--- src/rtl/addsub_pipe_pkg.sv ---
// Shared definitions for the pipelined add/subtract unit: op encodings and
// the helpers that turn an op into an operand-B inversion and a carry-in.
package addsub_pipe_pkg;

  localparam logic [1:0] OP_ADD = 2'b00;
  localparam logic [1:0] OP_SUB = 2'b01;
  localparam logic [1:0] OP_ADC = 2'b10;
  localparam logic [1:0] OP_SBB = 2'b11;

  // SUB and SBB add the one's complement of B.
  function automatic logic op_invert_b(input logic [1:0] op);
    return (op == OP_SUB) || (op == OP_SBB);
  endfunction

  // ADD/SUB use a fixed carry-in; ADC/SBB take it from the caller
  // (for SBB, in_carry = 1 means no incoming borrow).
  function automatic logic op_cin(input logic [1:0] op, input logic in_carry);
    logic c;
    case (op)
      OP_ADD:  c = 1'b0;
      OP_SUB:  c = 1'b1;
      default: c = in_carry;
    endcase
    return c;
  endfunction

endpackage

--- src/rtl/addsub_seg.sv ---
// One SEG-bit slice of the carry chain: purely combinational.
module addsub_seg #(
  parameter int unsigned SEG = 8
) (
  input  logic [SEG-1:0] a,
  input  logic [SEG-1:0] b,
  input  logic           cin,
  output logic [SEG-1:0] sum,
  output logic           cout,
  output logic           c_msb,
  output logic           zero
);

  logic [SEG:0] full;

  // Slice sum with carry out in the extra bit.
  always_comb begin
    full = {1'b0, a} + {1'b0, b} + {{SEG{1'b0}}, cin};
  end

  assign sum   = full[SEG-1:0];
  assign cout  = full[SEG];
  // The carry into the top bit is recovered from that bit's sum equation.
  assign c_msb = a[SEG-1] ^ b[SEG-1] ^ sum[SEG-1];
  assign zero  = ~|sum;

endmodule

--- src/rtl/addsub_pipe.sv ---
// Pipelined integer add/subtract with ADC/SBB modes, carry/overflow/zero/
// negative flags and a valid/ready handshake. Stage k resolves segment k of
// the carry chain; every stage advances together when the output is free.
module addsub_pipe
  import addsub_pipe_pkg::*;
#(
  parameter int unsigned WIDTH = 32,
  parameter int unsigned SEG   = 8
) (
  input  logic             clk,
  input  logic             rst_n,
  input  logic             in_valid,
  output logic             in_ready,
  input  logic [WIDTH-1:0] a,
  input  logic [WIDTH-1:0] b,
  input  logic [1:0]       op,
  input  logic             in_carry,
  output logic             out_valid,
  input  logic             out_ready,
  output logic [WIDTH-1:0] result,
  output logic             carry_out,
  output logic             overflow,
  output logic             zero,
  output logic             negative
);

  localparam int unsigned NSEG = WIDTH / SEG;

  if ((SEG == 0) || ((WIDTH % SEG) != 0)) begin : g_seg_check
    $error("addsub_pipe: WIDTH must be a nonzero multiple of SEG");
  end

  logic             adv;
  logic [WIDTH-1:0] b_eff;
  logic             cin0;

  assign adv      = !out_valid || out_ready;
  assign in_ready = adv;
  assign b_eff    = op_invert_b(op) ? ~b : b;
  assign cin0     = op_cin(op, in_carry);

  for (genvar k = 0; k < NSEG; k++) begin : stg
    localparam int unsigned LO = k * SEG;
    // B bits not yet consumed when this stage starts (segment k upward).
    localparam int unsigned BW = WIDTH - k * SEG;

    logic             v_in, c_in, z_in;
    logic [WIDTH-1:0] acc_in, acc_nx;
    logic [BW-1:0]    b_in;
    logic [SEG-1:0]   sum;
    logic             cout, c_msb, z_seg;
    logic             v_q, c_q, z_q;
    logic [WIDTH-1:0] acc_q;

    // acc holds finished result segments below LO and untouched A above;
    // each stage overwrites its own segment in place.
    if (k == 0) begin : g_src
      assign v_in   = in_valid;
      assign c_in   = cin0;
      assign z_in   = 1'b1;
      assign acc_in = a;
      assign b_in   = b_eff;
    end else begin : g_src
      assign v_in   = stg[k-1].v_q;
      assign c_in   = stg[k-1].c_q;
      assign z_in   = stg[k-1].z_q;
      assign acc_in = stg[k-1].acc_q;
      assign b_in   = stg[k-1].g_b.b_q;
    end

    addsub_seg #(.SEG(SEG)) u_seg (
      .a     (acc_in[LO +: SEG]),
      .b     (b_in[SEG-1:0]),
      .cin   (c_in),
      .sum   (sum),
      .cout  (cout),
      .c_msb (c_msb),
      .zero  (z_seg)
    );

    // Splice this stage's sum into the travelling word.
    always_comb begin
      acc_nx            = acc_in;
      acc_nx[LO +: SEG] = sum;
    end

    // Stage register; bubbles advance and freeze exactly like beats.
    always_ff @(posedge clk) begin
      if (!rst_n) begin
        v_q   <= 1'b0;
        c_q   <= 1'b0;
        z_q   <= 1'b0;
        acc_q <= '0;
      end else if (adv) begin
        v_q   <= v_in;
        c_q   <= cout;
        z_q   <= z_in & z_seg;
        acc_q <= acc_nx;
      end
    end

    if (k < NSEG - 1) begin : g_b
      logic [BW-SEG-1:0] b_q;

      // Skew the remaining B segments forward to the next stage.
      always_ff @(posedge clk) begin
        if (!rst_n) begin
          b_q <= '0;
        end else if (adv) begin
          b_q <= b_in[BW-1:SEG];
        end
      end
    end

    if (k == NSEG - 1) begin : g_top
      logic ov_q;

      // Signed overflow only exists at the top segment.
      always_ff @(posedge clk) begin
        if (!rst_n) begin
          ov_q <= 1'b0;
        end else if (adv) begin
          ov_q <= cout ^ c_msb;
        end
      end
    end else begin : g_mid
      logic unused_msb;
      assign unused_msb = c_msb;
    end
  end

  assign out_valid = stg[NSEG-1].v_q;
  assign result    = stg[NSEG-1].acc_q;
  assign carry_out = stg[NSEG-1].c_q;
  assign overflow  = stg[NSEG-1].g_top.ov_q;
  assign zero      = stg[NSEG-1].z_q;
  assign negative  = stg[NSEG-1].acc_q[WIDTH-1];

endmodule

--- config.mk ---
export PLATFORM = sky130hd
export DESIGN_NAME = addsub_pipe
export DESIGN_NICKNAME = d
export VERILOG_FILES = /design/src/rtl/addsub_pipe_pkg.sv /design/src/rtl/addsub_seg.sv /design/src/rtl/addsub_pipe.sv
export SDC_FILE = /design/constraint.sdc
export NUM_CORES = 1
export LEC_CHECK = 0
export CORE_UTILIZATION = 42
export CTS_CLUSTER_DIAMETER = 200
export DETAILED_ROUTE_END_ITERATION = 8
export HOLD_SLACK_MARGIN = 0.1
export PLACE_DENSITY_LB_ADDON = 0.15
export SYNTH_ARGS = -nofsm -noshare
export SYNTH_HDL_FRONTEND = slang
export SYNTH_HIERARCHICAL = 1
export SYNTH_SLANG_ARGS = --single-unit
--- constraint.sdc ---
create_clock -name clk -period 3.2 [get_ports clk]
set_input_delay 0.32 -clock clk [delete_from_list [all_inputs] [get_ports clk]]
set_output_delay 0.32 -clock clk [all_outputs]
set_load 0.01 [all_outputs]
==> flow_summary.ini <==
[clock_tree]
ctsHtreeMaxLevel = 4
postCtsHoldBufs = 0
cts_tree = built
postCtsSetupBuffers = 0
clkSlewWorstSetupHoldPaths_ns = 0.07
clock-root-buffer = sky130_fd_sc_hd__clkbuf_16
ctsResizeCount = 0
clock_sink_count = 189
clock_latency_of_the_later_clocked_register_in_the_worst_skew_pair_ns = 0.43
cts_made_buffers = 17
cts-root-to-sink-buffers = 2

[sta]
hold_slack_ns = 0.304
timing.final.crit_period_ns = 2.67
worst_pin_slew_ns = 0.757
post-route-period-util = 0.834
max_clock_freq_mhz = 375
finalWorstSetupSlack_ns = 0.531
worst_clock_skew_ns = 0.00929
grt_setup_unrepaired = false
timing_max_transition_violations_final = 0
max_slew_margin = 0.495
post_route_setup_tns_ns = 0
final_hold_viol_count = 0
setup_viol = 0

[flow_run]
drv_cap = 0

[setup_path]
critPathMaxFanout = 2
critPathRequiredTime_ns = 3.56
timing.reg2reg.setup_slack_ns = 0.53
rr_worst_depth = 11
worst-setup-path-type = reg -> reg
startpoint_type = flop
critical_path_arrival_ns = 3.03
setup.worst_path.end_class = flop

[placed_design]
dpl.hpwl_um = 11800
placed_cells_incl_taps = 1337
gp_congestion = 0.792
dpl_worst_slack_ns = 0.229
portBuffers = 108

[floorplan]
std_cell_rows = 52
num_io_pins = 109
chipHeight_um = 146
full_die_area_um2 = 21400
floorplan.initialDensity = 0.430
core_area_um2 = 20300
die_x_um = 146

[worst_hold_path]
timing.hold.worst.class = in -> reg
worst_hold_path.num_cells = 2

[final_layout]
final_core_utilization = 0.512
layout-drive-gt1-share = 0.0529
multi_input_area_um2 = 4430
fin_cells = 1367
antennaDiodeCount = 0
synthToLayoutAreaGrowth_pct = 19.0
seq_area_um2 = 3780
fill_cells = 2052
nets = 1193

[route]
first_iter_violations = 408
via_cell_ratio = 4.83
route.final.wire_length_um = 17900
wire_per_inst_um = 13.1
vias = 6598
detail_route.drc_violations = 0
antenna_viol_nets_final = 0
firstDrtPassIters = 4

[logic_synthesis]
syn_avg_cell_area_um2 = 8.56
synthesis.nets = 1127
warnings_from_yosys = 6
netlist_instances = 1020
syn-cell-area_um2 = 8730

[global_route]
grt_max_degree = 165
global_route.overflow_total = 0
global_route_wire_length_before_repair_um = 30800
via_count_of_the_first_global_routing_pass = 5945
grt_antenna_before_repair = 0
overall_routing_resource_usage = 0.176

[pwr]
power-per-cell-area_nw_per_um2 = 517
cellLeakagePower_nw = 4.14
max-vdd-ir-drop_uv = 379

[outcome]
result_of_the_run = finished, final reports clean
==> per-stage QoR <==
| step | cell area (um^2) | power [W] |
|---|---|---|
| after global routing | 10400 | 0.00564 |
| after CTS | 10400 | 0.00542 |
| after detailed placement | 9830 | 0.00337 |
| final | 10400 | 0.00537 |
| after floorplan | 8730 | 0.00312 |
| after global placement | 9830 | 0.00337 |
==> state kept, by name, indices dropped and copies added, names as in the netlist <==
signal / cells
stg.g_b.b_q: 48
stg.acc_q: 96
overflow: 1
stg.c_q: 3
zero: 1
stg.z_q: 3
stg.v_q: 3
result: 32
out_valid: 1
carry_out: 1
==> layout make-up <==
type / count / area share
inverters: 28 / 0.0106
clock buffers: 19 / 0.0426
well taps: 270 / 0.0325
flip-flops and latches: 189 / 0.364
clock inverters: 11 / 0.0116
multi-input cells: 735 / 0.427
repair buffers: 115 / 0.112
==> placed cells by master (no fill, tap or decap), drive strengths merged, types with 9 or more instances in the layout <==
cell           count
a21o              12
o21ai             29
buf                9
ha                28
xnor2             31
a21oi             40
xor2              19
dfxtp            189
clkdlybuf4s50    106
inv               29
nand2            329
clkbuf            19
nor3               9
a21boi           166
==> worst paths after layout <==
kind | startpoint | end
setup reg to reg | stg[0].acc_q[8] | stg[1].z_q
setup / recovery | stg[0].acc_q[8] | stg[1].z_q
hold reg to reg | stg[0].g_b.b_q[15] | stg[1].g_b.b_q[7]
hold / removal | rst_n | result[0]
==> routing by layer <==
metal / up-vias / wire length, um / GRT usage
met4: 0 / 271 / 0.0609
met2: 119 / 6860 / 0.225
li1: 3522 / - / -
met3: 19 / 602 / 0.0344
met5: - / 0 / 0
met1: 2938 / 10200 / 0.282
==> critical path, cell delays in order (launching register included) <==
cell                       delay (ns)
sky130_fd_sc_hd__dfxtp_1         0.31
sky130_fd_sc_hd__inv_1           0.07
sky130_fd_sc_hd__fa_1            0.18
sky130_fd_sc_hd__inv_1           0.05
sky130_fd_sc_hd__fa_1            0.40
sky130_fd_sc_hd__a21o_1          0.23
sky130_fd_sc_hd__a221oi_2        0.32
sky130_fd_sc_hd__xnor2_1         0.14
sky130_fd_sc_hd__or4b_1          0.54
sky130_fd_sc_hd__nor3_2          0.11
sky130_fd_sc_hd__nand3_1         0.10
sky130_fd_sc_hd__a21boi_1        0.15
==> power breakdown <==
part	internal (W)	switching (W)
Clock	0.00116	0.000889
Combinational	0.000366	0.000363
Sequential	0.00251	0.0000835
Total	0.00403	0.00134
Power figures use the tool's default switching activity.
